$ cat config.mk
export PLATFORM = sky130hd
export DESIGN_NAME = boot_sequencer_flat
export DESIGN_NICKNAME = d
export VERILOG_FILES = /design/src/rtl/boot_pkg.sv /design/src/rtl/boot_sequencer_if.sv /design/src/rtl/boot_timer.sv /design/src/rtl/boot_sequencer.sv /design/src/flat_wrapper.sv
export SDC_FILE = /design/constraint.sdc
export NUM_CORES = 1
export LEC_CHECK = 0
export CORE_ASPECT_RATIO = 1.25
export CORE_MARGIN = 4
export CORE_UTILIZATION = 30
export CTS_BUF_LIST = sky130_fd_sc_hd__clkbuf_8 sky130_fd_sc_hd__clkbuf_16
export DETAILED_ROUTE_END_ITERATION = 8
export GPL_TIMING_DRIVEN = 0
export PLACE_DENSITY = 0.54
export SLEW_MARGIN = 25
export SYNTH_ARGS = -nofsm -noshare
export SYNTH_HDL_FRONTEND = slang
export SYNTH_HIERARCHICAL = 1
export SYNTH_SLANG_ARGS = --single-unit
$ cat constraint.sdc
create_clock -name clock -period 5.5 [get_ports clock]
set_input_delay 1.1 -clock clock [delete_from_list [all_inputs] [get_ports clock]]
set_output_delay 1.1 -clock clock [all_outputs]
set_load 0.05 [all_outputs]
$ cat src/rtl/boot_pkg.sv
// Shared types and sizing helpers for the boot sequencer.
package boot_pkg;

  typedef enum logic [2:0] {
    IDLE,
    HOLD,
    LOAD,
    RUN,
    HALTED,
    ERROR
  } boot_state_e;

  localparam int ADDR_W_DEF       = 5;
  localparam int DATA_W_DEF       = 16;
  localparam int RESET_HOLD_DEF   = 4;
  localparam int LOAD_TIMEOUT_DEF = 1024;

  // Wide enough for both the hold preload and the timeout count.
  function automatic int cnt_w(input int tmo, input int hold);
    int w;
    w = $clog2(tmo);
    if ($clog2(hold) > w) w = $clog2(hold);
    if (w < 1) w = 1;
    return w;
  endfunction

endpackage

$ cat src/rtl/boot_sequencer_if.sv
// Loader / memory / CPU signal bundle around the boot sequencer.
// slave = sequencer side, master = surrounding system side.
interface boot_sequencer_if
  import boot_pkg::*;
#(
  parameter int ADDR_WIDTH = ADDR_W_DEF,
  parameter int DATA_WIDTH = DATA_W_DEF
);
  logic                  boot_req;
  logic                  loader_reset;
  logic                  start_load;
  logic                  load_complete;
  logic [ADDR_WIDTH-1:0] ld_mem_addr;
  logic [DATA_WIDTH-1:0] ld_mem_write_data;
  logic                  ld_mem_write;
  logic [ADDR_WIDTH-1:0] cpu_fetch_addr;
  logic                  cpu_reset_n;
  logic                  cpu_halted;
  logic [ADDR_WIDTH-1:0] mem_addr;
  logic [DATA_WIDTH-1:0] mem_write_data;
  logic                  mem_write;
  logic                  boot_done;
  logic                  boot_error;

  modport slave (
    input  boot_req, load_complete,
    input  ld_mem_addr, ld_mem_write_data, ld_mem_write,
    input  cpu_fetch_addr, cpu_halted,
    output loader_reset, start_load, cpu_reset_n,
    output mem_addr, mem_write_data, mem_write,
    output boot_done, boot_error
  );

  modport master (
    output boot_req, load_complete,
    output ld_mem_addr, ld_mem_write_data, ld_mem_write,
    output cpu_fetch_addr, cpu_halted,
    input  loader_reset, start_load, cpu_reset_n,
    input  mem_addr, mem_write_data, mem_write,
    input  boot_done, boot_error
  );
endinterface

$ cat src/rtl/boot_timer.sv
// Loadable up/down counter shared by the HOLD and LOAD phases.
module boot_timer #(
  parameter int W = 4
) (
  input  logic         clk,
  input  logic         rst_n,
  input  logic         load_i,
  input  logic [W-1:0] load_val_i,
  input  logic         up_i,
  input  logic         dn_i,
  input  logic [W-1:0] tc_val_i,
  output logic         tc_o
);
  logic [W-1:0] cnt_q;

  always_ff @(posedge clk or negedge rst_n) begin
    if (!rst_n) begin
      cnt_q <= '0;
    end else if (load_i) begin
      cnt_q <= load_val_i;
    end else if (up_i) begin
      cnt_q <= cnt_q + 1'b1;
    end else if (dn_i) begin
      cnt_q <= cnt_q - 1'b1;
    end
  end

  assign tc_o = (cnt_q == tc_val_i);
endmodule

$ cat src/rtl/boot_sequencer.sv
// Boot FSM and instruction-memory port owner.
// BOOT_AUTOSTART_EN: leave IDLE right after reset without boot_req.
module boot_sequencer
  import boot_pkg::*;
#(
  parameter int RESET_HOLD   = RESET_HOLD_DEF,
  parameter int LOAD_TIMEOUT = LOAD_TIMEOUT_DEF
) (
  input logic             clock,
  input logic             reset,
  boot_sequencer_if.slave bus
);
  localparam int CW = cnt_w(LOAD_TIMEOUT, RESET_HOLD);

`ifdef BOOT_AUTOSTART_EN
  localparam logic AUTO = 1'b1;
`else
  localparam logic AUTO = 1'b0;
`endif

  boot_state_e state_q, state_d;
  logic          hold_entry, load_entry, tc;
  logic [CW-1:0] load_val, tc_val;

  always_comb begin
    state_d = state_q;
    unique case (state_q)
      IDLE:   if (bus.boot_req || AUTO) state_d = HOLD;
      HOLD:   if (tc) state_d = LOAD;
      LOAD: begin
        if (bus.load_complete) state_d = RUN;
        else if (tc)           state_d = ERROR;
      end
      RUN: begin
        if (bus.boot_req)        state_d = HOLD;
        else if (bus.cpu_halted) state_d = HALTED;
      end
      HALTED: if (bus.boot_req) state_d = HOLD;
      ERROR:  if (bus.boot_req) state_d = HOLD;
      default: state_d = IDLE;
    endcase
  end

  assign hold_entry = (state_d == HOLD) && (state_q != HOLD);
  assign load_entry = (state_d == LOAD) && (state_q != LOAD);
  assign load_val   = hold_entry ? CW'(RESET_HOLD - 1) : '0;
  assign tc_val     = (state_q == LOAD) ? CW'(LOAD_TIMEOUT - 1) : '0;

  boot_timer #(.W(CW)) u_timer (
    .clk        (clock),
    .rst_n      (reset),
    .load_i     (hold_entry || load_entry),
    .load_val_i (load_val),
    .up_i       (state_q == LOAD),
    .dn_i       (state_q == HOLD),
    .tc_val_i   (tc_val),
    .tc_o       (tc)
  );

  // Control outputs are decoded from the next state so they align with it.
  always_ff @(posedge clock or negedge reset) begin
    if (!reset) begin
      state_q          <= IDLE;
      bus.loader_reset <= 1'b1;
      bus.start_load   <= 1'b0;
      bus.cpu_reset_n  <= 1'b0;
      bus.boot_done    <= 1'b0;
      bus.boot_error   <= 1'b0;
    end else begin
      state_q          <= state_d;
      bus.loader_reset <= state_d inside {IDLE, HOLD, ERROR};
      bus.start_load   <= load_entry;
      bus.cpu_reset_n  <= state_d inside {RUN, HALTED};
      bus.boot_done    <= state_d inside {RUN, HALTED};
      bus.boot_error   <= (state_d == ERROR);
    end
  end

  // The write strobe only ever comes from the loader, and only in LOAD.
  always_comb begin
    bus.mem_addr       = '0;
    bus.mem_write      = 1'b0;
    bus.mem_write_data = bus.ld_mem_write_data;
    unique case (state_q)
      LOAD: begin
        bus.mem_addr  = bus.ld_mem_addr;
        bus.mem_write = bus.ld_mem_write;
      end
      RUN, HALTED: bus.mem_addr = bus.cpu_fetch_addr;
      default: ;
    endcase
  end
endmodule
$ cat src/flat_wrapper.sv
// flat-port wrapper written by rule: the top's interface ports become plain ports
module boot_sequencer_flat import boot_pkg::*;
#(
  parameter int RESET_HOLD   = RESET_HOLD_DEF,
  parameter int LOAD_TIMEOUT = LOAD_TIMEOUT_DEF
)
  (clock, reset, bus_boot_req, bus_load_complete, bus_ld_mem_addr, bus_ld_mem_write_data, bus_ld_mem_write, bus_cpu_fetch_addr, bus_cpu_halted, bus_loader_reset, bus_start_load, bus_cpu_reset_n, bus_mem_addr, bus_mem_write_data, bus_mem_write, bus_boot_done, bus_boot_error);
  boot_sequencer_if bus_i ();
  input logic clock;
  input logic reset;
  input wire logic [$bits(bus_i.boot_req)-1:0] bus_boot_req;
  input wire logic [$bits(bus_i.load_complete)-1:0] bus_load_complete;
  input wire logic [$bits(bus_i.ld_mem_addr)-1:0] bus_ld_mem_addr;
  input wire logic [$bits(bus_i.ld_mem_write_data)-1:0] bus_ld_mem_write_data;
  input wire logic [$bits(bus_i.ld_mem_write)-1:0] bus_ld_mem_write;
  input wire logic [$bits(bus_i.cpu_fetch_addr)-1:0] bus_cpu_fetch_addr;
  input wire logic [$bits(bus_i.cpu_halted)-1:0] bus_cpu_halted;
  output wire logic [$bits(bus_i.loader_reset)-1:0] bus_loader_reset;
  output wire logic [$bits(bus_i.start_load)-1:0] bus_start_load;
  output wire logic [$bits(bus_i.cpu_reset_n)-1:0] bus_cpu_reset_n;
  output wire logic [$bits(bus_i.mem_addr)-1:0] bus_mem_addr;
  output wire logic [$bits(bus_i.mem_write_data)-1:0] bus_mem_write_data;
  output wire logic [$bits(bus_i.mem_write)-1:0] bus_mem_write;
  output wire logic [$bits(bus_i.boot_done)-1:0] bus_boot_done;
  output wire logic [$bits(bus_i.boot_error)-1:0] bus_boot_error;
  assign bus_i.boot_req = bus_boot_req;
  assign bus_i.load_complete = bus_load_complete;
  assign bus_i.ld_mem_addr = bus_ld_mem_addr;
  assign bus_i.ld_mem_write_data = bus_ld_mem_write_data;
  assign bus_i.ld_mem_write = bus_ld_mem_write;
  assign bus_i.cpu_fetch_addr = bus_cpu_fetch_addr;
  assign bus_i.cpu_halted = bus_cpu_halted;
  assign bus_loader_reset = bus_i.loader_reset;
  assign bus_start_load = bus_i.start_load;
  assign bus_cpu_reset_n = bus_i.cpu_reset_n;
  assign bus_mem_addr = bus_i.mem_addr;
  assign bus_mem_write_data = bus_i.mem_write_data;
  assign bus_mem_write = bus_i.mem_write;
  assign bus_boot_done = bus_i.boot_done;
  assign bus_boot_error = bus_i.boot_error;
  boot_sequencer #(.RESET_HOLD(RESET_HOLD), .LOAD_TIMEOUT(LOAD_TIMEOUT)) u_core (.clock(clock), .reset(reset), .bus(bus_i));
endmodule
==> flow_summary.ini <==
[run_status]
outcome = completed

[layout]
area_delta_synth_final_pct = 34.59
mostFrequentLayoutCell = clkdlybuf4s50_1
fin_area_um2 = 2240
nNetsFinal = 281
final_cell_mix = 42 x clkdlybuf4s50_1, 18 x buf_4, 16 x dfrtp_1
stdcell_count = 303
diodes = 0
drive_above_1_share = 0.1799

[sta]
finalCriticalPeriod_ns = 4.774
max_clock_freq_mhz = 209.5
fin_tns_setup_ns = 0
fin_worst_skew_ns = 0.01017
hold_violations = 0
slew_headroom = 0.4358
max_slew.worst_pin.slew_ns = 0.8453
rsz0062_at_grt = false
setup_viol = 0
min_period_over_period = 0.8679
slew_viol_final = 0

[floorplan]
start_util = 0.3079
die_x_um = 74.62
io_pins = 59
die_y_um = 91.27
design.core.area_um2 = 5405
rows = 30
dieArea_um2 = 6810

[drt]
postRouteAntennaNets = 0
wire_per_inst_um = 12.37
drt_wl_total_um = 3749
drcViolationCount = 0
drt_iter0_markers = 49
via_count = 1446
first_pass_iters = 4
avgViaCountPerCell = 4.772

[synthesis]
synth_ff_type = dfrtp_1
yosysUniqueCellTypes = 54
syn_avg_cell_area_um2 = 8.947
yosysSeqAreaShare = 0.2564
syn_inst = 186
synth_warnings = 6
async_reset_ff_frac = 1.000
syn_area_um2 = 1664
synth_edf_count = 0
synth_seq_cells = 17

[cts]
numClockSinks = 17
cts_resized = 0
cts_made_buffers = 3
cts_tree = built
cts-htree-levels = 1
cts_hold_buf = 0
clk_path_buf_depth = 2
clock_latency_ns = 0.25
clk_pin_slew_worst_paths_ns = 0.08
clockRootBuffer = clkbuf_8
cts_setup_buffers = 0

[power_and_ir_drop]
total_power_mw = 1.304
peakVddDrop_mv = 0.1844
p_leak_nw = 0.9301
p_per_area_nw_per_um2 = 582.1

[job]
cap_violations = 0

[place]
dp_hpwl_um = 3035
dp_cells = 299
place_congestion = 0.7208
dpl_cell_area_um2 = 2193
io_buffers = 42

[setup_path]
endpoint_kind = flop
path_class = reg2reg
critPathLaunchType = flop
crit_fanout = 16
reg2reg_slack_ns = 0.73
cp.arrival_ns = 4.93
worst-endpoint-required_ns = 5.66

[global_route]
grt_max_degree = 18
antenna_found_initial = 0
gr-total-overflow = 0
grt_pass1_wl_um = 6327
grt_pass1_vias = 1399
grtUsageTotal = 0.1151

[worst_hold_path]
hold_path_class = reg2reg
-- where the power goes --
part / internal [mW] / switching [mW]
Clock: 0.0503 / 0.0462
Combinational: 0.434 / 0.527
Sequential: 0.195 / 0.0519
-- Yosys cell counts (3+ instances only) --
master	number	area (um^2)
xor2_1	4	35.03
a21oi_1	8	40.04
nor3_1	5	25.02
o21ai_0	10	50.05
clkbuf_1	4	15.01
mux2_2	3	33.78
inv_1	12	45.04
a221oi_1	3	26.28
mux2i_1	7	70.07
nand2_1	13	48.80
dfrtp_1	16	400.4
buf_4	18	135.1
nand2b_1	7	43.79
nor2_1	9	33.78
ha_1	8	100.1
xnor2_1	13	113.9
-- sequential cells by signal (all words and copies together), names as in the netlist --
register                 flops
u_core/state_q               3
u_core/bus.boot_error        1
u_core/bus.start_load        1
u_core/bus.loader_reset      1
u_core/u_timer/cnt_q        10
u_core/bus.boot_done         1
-- metrics by stage --
stage               hold slack, ns  worst slack, ns  utilization
global placement            0.5812           0.3659       0.4053
detailed placement          0.5840           0.7206       0.4058
floorplan                   0.5473            1.429            -
finish                      0.5933           0.7264       0.4144
global route                0.6113           0.2496       0.4144
CTS                         0.6001           0.6856       0.4144
-- per-layer routing --
layer,vias to the layer above,track usage,share of wire
met4,0,0.02671,0.0051
met5,-,0,0
li1,741,-,-
met3,2,0.02436,0.077
met1,660,0.1374,0.42
met2,43,0.2045,0.50
-- worst max-delay path: stages, from the launching register on --
cell and delay (ns):
dfrtp_1 0.47, nand2b_1 0.29, nor2_2 0.69, xnor2_1 0.21, nand4_1 0.12, nor4_1 0.66, nor3b_2 0.34, nor4_2 0.10
nand4b_1 0.25, o31ai_1 0.37, clkbuf_1 0.44, clkbuf_1 0.41, nor3_1 0.11, a221oi_1 0.22
-- cells by family after synthesis --
group	Yosys count	share of synthesized area
AO/OA/AOI/OAI	42	0.1940
multiplexers	11	0.07143
buffers and inverters	36	0.1308
adder cells (fa/ha/maj)	9	0.07218
flip-flops	17	0.2564
other	1	0.002253
XOR/XNOR	17	0.08947
AND/OR/NAND/NOR	53	0.1835
-- final cells by class --
type,instances,area [um^2]
inverters,12,45.04
clock buffers,3,41.29
clock inverters,1,5.005
fillers,580,3166
flip-flops and latches,17,426.7
repair buffers,42,420.4
plain buffers,24,172.7
well taps,64,80.08
multi-input cells,140,1049
-- final timing paths --
kind | from | cells past startpoint | to
worst min-delay path | u_core/u_timer/cnt_q[8]$_DFFE_PN0P_ | 1 | u_core/u_timer/cnt_q[8]$_DFFE_PN0P_
worst min register to register | u_core/u_timer/cnt_q[8]$_DFFE_PN0P_ | 1 | u_core/u_timer/cnt_q[8]$_DFFE_PN0P_
worst max-delay path | u_core/state_q[2]$_DFF_PN0_ | 13 | u_core/u_timer/cnt_q[5]$_DFFE_PN0P_
max in group asynchronous | reset | 1 | u_core/u_timer/cnt_q[8]$_DFFE_PN0P_
worst max register to register | u_core/state_q[2]$_DFF_PN0_ | 13 | u_core/u_timer/cnt_q[5]$_DFFE_PN0P_
min in group asynchronous | reset | 1 | u_core/u_timer/cnt_q[9]$_DFFE_PN0P_
Note: power is estimated with default switching activity, not from simulation.
